[src/rtl/seg7_reader.sv]
// Receive-side 7-segment decoder: filters a multiplexed segment/digit-select bus
// and recovers one hex nibble per digit, with frame and error reporting.
module seg7_reader #(
  parameter int STABLE_CYCLES = 4,
  parameter int NDIG          = 4,
  parameter int IDXW          = 2
) (
  input  logic              clk,
  input  logic              rst,
  input  logic [6:0]        seg_in,
  input  logic [NDIG-1:0]   dig_sel,
  input  logic              clr,
  output logic [4*NDIG-1:0] digits,
  output logic [NDIG-1:0]   dig_ok,
  output logic              cap_pulse,
  output logic [IDXW-1:0]   cap_idx,
  output logic              pat_err,
  output logic              sel_err,
  output logic              err_sticky,
  output logic              frame_done
);

  localparam int CW = 8;
  localparam int SW = NDIG + 7;
  localparam logic [CW-1:0] CNT_MAX = CW'(STABLE_CYCLES);

  typedef enum logic {TRACK, HOLD} state_t;

  state_t          state;
  logic [SW-1:0]   smp;
  logic [SW-1:0]   smp_nxt;
  logic [CW-1:0]   cnt;
  logic [CW-1:0]   cnt_nxt;
  logic            changed;
  logic            fire;
  logic            sel_onehot;
  logic [IDXW-1:0] sel_idx;
  logic            pat_valid;
  logic [3:0]      pat_nib;
  logic            full;
  logic [NDIG-1:0] ok_set;

  // Returns {valid, nibble}; anything outside the sixteen hex glyphs is invalid.
  function automatic logic [4:0] decode(input logic [6:0] s);
    logic [4:0] r;
    case (s)
      7'h3F: r = 5'h10;
      7'h06: r = 5'h11;
      7'h5B: r = 5'h12;
      7'h4F: r = 5'h13;
      7'h66: r = 5'h14;
      7'h6D: r = 5'h15;
      7'h7D: r = 5'h16;
      7'h07: r = 5'h17;
      7'h7F: r = 5'h18;
      7'h6F: r = 5'h19;
      7'h77: r = 5'h1A;
      7'h7C: r = 5'h1B;
      7'h39: r = 5'h1C;
      7'h5E: r = 5'h1D;
      7'h79: r = 5'h1E;
      7'h71: r = 5'h1F;
      default: r = 5'h00;
    endcase
    return r;
  endfunction

  assign smp_nxt = {dig_sel, seg_in};
  assign changed = (smp_nxt != smp);

  always_comb begin
    cnt_nxt = cnt;
    if (changed)
      cnt_nxt = CW'(1);
    else if (cnt < CNT_MAX)
      cnt_nxt = cnt + 1'b1;
  end

  // Capture exactly once per stable window: only from TRACK, on the edge the count saturates.
  assign fire       = (state == TRACK) && (cnt_nxt == CNT_MAX) && (|dig_sel);
  assign sel_onehot = (|dig_sel) && ((dig_sel & (dig_sel - 1'b1)) == '0);
  assign {pat_valid, pat_nib} = decode(seg_in);
  assign full       = &dig_ok;
  assign ok_set     = (fire && sel_onehot) ? dig_sel : '0;

  // NOTE: every output in this block is combinational, so each one gets a default first to avoid latches.
  always_comb begin
    sel_idx = '0;
    for (int i = 0; i < NDIG; i++)
      if (dig_sel[i]) sel_idx = IDXW'(i);
  end

  // NOTE: state registers use non-blocking assignments so all updates see pre-edge values.
  always_ff @(posedge clk or posedge rst) begin
    if (rst) begin
      // NOTE: the digit bank is an ordinary register array with a defined reset value, so it is reset here.
      state      <= TRACK;
      smp        <= '0;
      cnt        <= '0;
      digits     <= '0;
      dig_ok     <= '0;
      cap_pulse  <= 1'b0;
      cap_idx    <= '0;
      pat_err    <= 1'b0;
      sel_err    <= 1'b0;
      err_sticky <= 1'b0;
      frame_done <= 1'b0;
    end else begin
      smp        <= smp_nxt;
      cap_pulse  <= 1'b0;
      pat_err    <= 1'b0;
      sel_err    <= 1'b0;
      frame_done <= 1'b0;
      if (clr) begin
        cnt        <= '0;
        state      <= TRACK;
        dig_ok     <= '0;
        err_sticky <= 1'b0;
      end else begin
        cnt <= cnt_nxt;
        if (fire)
          state <= HOLD;
        else if (changed)
          state <= TRACK;

        // A full bank reports the frame one edge after the completing capture and restarts.
        frame_done <= full;
        dig_ok     <= (full ? '0 : dig_ok) | ok_set;

        if (fire) begin
          if (sel_onehot) begin
            cap_pulse <= 1'b1;
            cap_idx   <= sel_idx;
            if (pat_valid) begin
              for (int i = 0; i < NDIG; i++)
                if (dig_sel[i]) digits[4*i +: 4] <= pat_nib;
            end else begin
              pat_err    <= 1'b1;
              err_sticky <= 1'b1;
            end
          end else begin
            sel_err    <= 1'b1;
            err_sticky <= 1'b1;
          end
        end
      end
    end
  end

endmodule

[config.mk]
export PLATFORM = sky130hd
export DESIGN_NAME = seg7_reader
export DESIGN_NICKNAME = d
export VERILOG_FILES = /design/src/rtl/seg7_reader.sv
export SDC_FILE = /design/constraint.sdc
export NUM_CORES = 1
export LEC_CHECK = 0
export BUFFER_PORTS_ARGS = -buffer_cell sky130_fd_sc_hd__buf_2
export CELL_PAD_IN_SITES_DETAIL_PLACEMENT = 0
export CELL_PAD_IN_SITES_GLOBAL_PLACEMENT = 2
export CORE_UTILIZATION = 36
export CTS_CLUSTER_DIAMETER = 40
export DETAILED_ROUTE_END_ITERATION = 7
export PLACE_DENSITY = 0.78
export REMOVE_ABC_BUFFERS = 1
export SLEW_MARGIN = 20
export SYNTH_ARGS = -nofsm -noshare
export SYNTH_HDL_FRONTEND = slang
export SYNTH_SLANG_ARGS = --single-unit
[constraint.sdc]
create_clock -name clk -period 2.55 [get_ports clk]
set_input_delay 0.3825 -clock clk [delete_from_list [all_inputs] [get_ports clk]]
set_output_delay 0.3825 -clock clk [all_outputs]
set_load 0.01 [all_outputs]
Word level (Yosys, flattened, before mapping)
Cells that the tools add are included.

Add/sub/neg operators: 2. $lt $le $gt $ge: 1. Equality and inequality tests: 19. Mux-type cells: 28. Bitwise operators: 4. Reductions and logical operators: 15.

Operators by type and width (count): equality test 7 bit, second input constant (12); case mux 5 bit (16 select lines) (1); 2-to-1 mux 8 bit (3); AND reduction 5 bit (4); 2-to-1 mux 1 bit (19); equality test 7 x 3 -> 1 bit, second input constant (2); equality test 7 x 6 -> 1 bit, second input constant (2); 2-to-1 mux 4 bit (3); inequality test 11 bit (1); adder 8 x 1 -> 8 bit, second input constant (1); equality test 8 x 3 -> 1 bit, second input constant (1); < comparator 8 x 3 -> 1 bit, second input constant (1); bitwise AND 4 bit (1); logical AND 1 bit (4); logical NOT 4 bit (1); 2-to-1 mux 2 bit (2); bitwise OR 4 bit (1); AND reduction 4 bit (1); OR reduction 4 bit (1); subtractor 4 x 1 -> 4 bit, second input constant (1); inequality test 3 bit, second input constant (1); AND reduction 3 bit (1); nonzero test 3 bit (1); inverter 1 bit (2); other kinds (2) (2).

Flip-flop bits (word level): 47. Input port bits: 14. Output and inout bits: 27. Word-level logic and storage cells: 83.

Logic depth before layout (Yosys ltp)
Word-level depth: 10. Mapped depth: 7. Depth with buffers taken out: 6.

Least setup slack after synthesis
No wires, ideal clock.

Path kind: register -> register. From: reg cnt[7]. To: reg digits[3]. Setup time: 0.081 ns. Arrival: 1.995 ns. Data required time: 2.469 ns. Setup slack: 0.474 ns. Cell stages (with the launch flop): 6. Path buffers: 0. Period minus slack after synthesis: 2.076 ns. Path through: dfrtp_1 or4_4 a2111oi_4 nand4_1 a311oi_2 mux2i_1.

Longest elaborated chain between the ends: 7. Elaborated cells between the ends (all ways): 8. Those cells by class: 1 x add/sub; 1 x order compare; 1 x eq/ne; 2 x mux; 3 x reduce/logical.

RTL lines: start: declaration (RTL line 32) `logic [CW-1:0] cnt;`; start signal: assignment (RTL line 120) `cnt <= cnt_nxt;`; adder 8 x 1 -> 8 bit or < comparator 8 x 3 -> 1 bit (tied branches) (RTL line 76, 75); 2-to-1 mux 8 bit (*) (RTL line 75) `else if (cnt < CNT_MAX)`; 2-to-1 mux 8 bit (*) (RTL line 73) `if (changed)`; equality test 8 x 3 -> 1 bit (*) (RTL line 80) `assign fire = (state == TRACK) && (cnt_nxt == CNT_MAX) && (|dig_sel);`; logical AND 1 bit (*) (2 in series) (RTL line 80); AND reduction 5 bit (no line) (*); end signal: indexed assignment (RTL line 136) `if (dig_sel[i]) digits[4*i +: 4] <= pat_nib;`; end: declaration (RTL line 13) `output logic [4*NDIG-1:0] digits,`.

Mark *: on every way between the ends. The rest lies on a longest branch, timed or not. A chain may end at the register's enable or synchronous reset.

Final worst setup path
From: reg cnt[7]. To: reg digits[12].

The elaborated chain is that of the path after synthesis.

==> flow_metrics.py <==
metrics = {
    "run_status": {
        "outcome": "finished clean",
    },
    "synth": {
        "yosysSeqAreaShare_pct": 50.3,
        "yosys.area.top_type": "dfrtp_1",
        "syn_area_per_cell_um2": 11.0,
        "ys_async_sr_fraction_pct": 100,
        "synth-edff-count": 0,
        "yosys.cell_types.count": 44,
        "ys_top_cells_by_count": "47 x dfrtp_1, 23 x inv_1, 19 x mux2i_1",
        "ys_ff_latch": 47,
        "synth_area_leaders": "dfrtp_1 50%, mux2i_1 8.1%, xor2_1 4.9%",
        "synth_top_area_share_pct": 50.3,
        "yosys_warnings": 0,
        "netlist_instances": 213,
        "yosys.cell_count.top_type": "dfrtp_1",
        "syn_area_mm2": 0.00234,
        "synth_top_flop_cell": "dfrtp_1",
    },
    "clock_network": {
        "cts.sink_count": 47,
        "htree_levels": 2,
        "clock_path_buffers": 2,
        "clk_latency_ns": 0.30,
        "post_cts_resized": 0,
        "cts_tree": "built",
        "cts_setup_buffers": 0,
        "cts_made_buffers": 5,
        "ctsHoldBuffers": 0,
        "clkSlewWorstSetupHoldPaths_ns": 0.09,
        "cts_root_buf": "clkbuf_8",
    },
    "route": {
        "via_per_inst": 5.07,
        "drt.antenna.violating_nets": 0,
        "drc_errors": 0,
        "wl_per_cell_um": 15.0,
        "drt_iter0_markers": 66,
        "totalWireLength_mm": 4.98,
        "dr_total_vias": 1677,
        "firstDrtPassIters": 4,
    },
    "job": {
        "drv_cap": 0,
    },
    "critical_path": {
        "worstSetupEndpoint": "digits[12]$_DFFE_PP0P_",
        "endpoint_kind": "flip-flop",
        "rr_worst_depth": 5,
        "cp-startpoint": "cnt[7]$_DFF_PP0_",
        "start_kind": "flip-flop",
        "ff2ff_setup_slack_ns": 0.25,
        "crit_fanout": 6,
        "worstPathArrival_ns": 2.51,
        "crit_type": "flip-flop to flip-flop",
        "worstPathRequired_ns": 2.77,
        "reg2reg_from": "cnt[7]$_DFF_PP0_",
        "worstReg2RegEnd": "digits[12]$_DFFE_PP0P_",
    },
    "sta": {
        "setup-tns-final_ns": 0,
        "worstMarginPinSlew_ns": 0.879,
        "holdWs_ns": 0.0955,
        "fin_crit_sh_pct": 90.1,
        "max_freq_mhz": 435,
        "period_needed_ns": 2.30,
        "setup-violations-final": 0,
        "fin_ws_ns": 0.253,
        "hold_viol": 0,
        "rsz0062_at_grt": "no",
        "clock_skew_ns": 0.0169,
        "slew_viol_final": 0,
        "slew-limit-headroom_pct": 41.1,
    },
    "final_layout": {
        "nets": 270,
        "area_growth_pct": 16.4,
        "antenna_cells": 0,
        "finish.utilization_pct": 44.6,
        "drive_above_1_share_pct": 25.0,
    },
    "power_and_ir_drop": {
        "p_per_area_mw_per_mm2": 495,
        "peakVddDrop_mv": 0.264,
        "power.leakage_nw": 1.30,
        "p_total_mw": 1.35,
    },
    "grt": {
        "grt.overflow.total": 0,
        "grt_max_degree": 26,
        "grt_pass1_wl_mm": 8.21,
        "grt_pass1_vias": 1619,
        "grt_usage_pct": 16.2,
        "antenna_found_initial": 0,
    },
    "placement": {
        "io_buffers": 40,
        "place.gp.congestion": 0.823,
        "pre_cts_ws_ns": 0.152,
        "place_hpwl_mm": 3.58,
    },
    "die": {
        "ioPinCount": 41,
        "die_x_um": 82.6,
        "rows": 28,
        "initial_core_util_pct": 38.3,
        "core-area_mm2": 0.00610,
        "die_h_um": 82.6,
        "die-area_mm2": 0.00682,
    },
    "hold_path": {
        "min_path_type": "primary input to async pin",
    },
}
## kinds of logic (layout without fill, tap and decap cells)
group | Yosys count | count (layout) | synth area share (%)
buffers and inverters | 34 | 77 | 5.84
AND/OR/NAND/NOR | 63 | 63 | 16.4
XOR/XNOR | 14 | 14 | 5.25
flip-flops | 47 | 47 | 50.3
AO/OA/AOI/OAI | 35 | 35 | 13.4
adder cells (fa/ha/maj) | 1 | 1 | 0.536
multiplexers | 19 | 19 | 8.14
## worst min path at each step
| stage | from | endpoint |
|---|---|---|
| after floorplan | seg_in[0] | smp[0]$_DFF_PP0_ |
| after global placement | rst | smp[7]$_DFF_PP0_ |
| after detailed placement | rst | smp[7]$_DFF_PP0_ |
| after CTS | rst | cap_idx[1]$_DFFE_PP0P_ |
| after global routing | rst | cnt[0]$_DFF_PP0_ |
| final | rst | cnt[0]$_DFF_PP0_ |
## worst max-delay path: stages, from the launching register on
cell and delay, ns:
dfrtp_1 0.38, or4_4 0.57, a2111oi_4 0.33, nand4_1 0.25, a311oi_2 0.45, mux2i_1 0.23
## report_power, final
| part | total, mW | switching, mW | internal [mW] |
|---|---|---|---|
| clock network | 0.467 | 0.244 | 0.222 |
| registers | 0.759 | 0.00462 | 0.754 |
| logic | 0.121 | 0.0800 | 0.0410 |
## cell type report
type,count,area [um^2]
clock buffers,7,86.3
inverters,23,86.3
clock inverters,1,8.76
repair buffers,46,245
well taps,75,93.8
fillers,609,3380
flip-flops and latches,47,1180
multi-input cells,132,1020
## stage by stage
stage	area (um^2)	std cells
after CTS	2720	331
final	2720	331
after global placement	2630	323
after detailed placement	2630	323
after floorplan	2290	202
after global routing	2720	331
## routing by layer
layer  GRT usage [%]  up-vias  wire (um)
met5               0        -          0
met4            5.17        0         69
met3            3.30        6        148
met2            23.7       28       2170
met1            23.9      818       2590
li1                -      825          -
## state kept, by name, summed over array words and instances (netlist names)
register and count:
digits 16, smp 11, cnt 8, dig_ok 4
cap_idx 2, cap_pulse 1, err_sticky 1, frame_done 1
pat_err 1, sel_err 1, state 1
## layout by cell type, fill, tap and decap left out, drive strengths merged, types with 2 or more instances in the layout
master	synthesis	layout
nor3	4	4
buf	8	46
nand3	8	8
o32a	3	3
a21boi	2	2
o21ai	2	2
nor4b	3	3
nand2	6	6
nand4	3	3
clkbuf	3	7
and2	5	5
a311oi	4	4
nor2	17	17
a21oi	7	7
mux2i	19	19
a31oi	3	3
nand2b	4	4
xor2	13	13
dfrtp	47	47
nand3b	2	2
a2bb2oi	4	4
nor4	2	2
inv	23	23
or3	2	2
o22ai	3	3
Power figures use the tool's default switching activity.
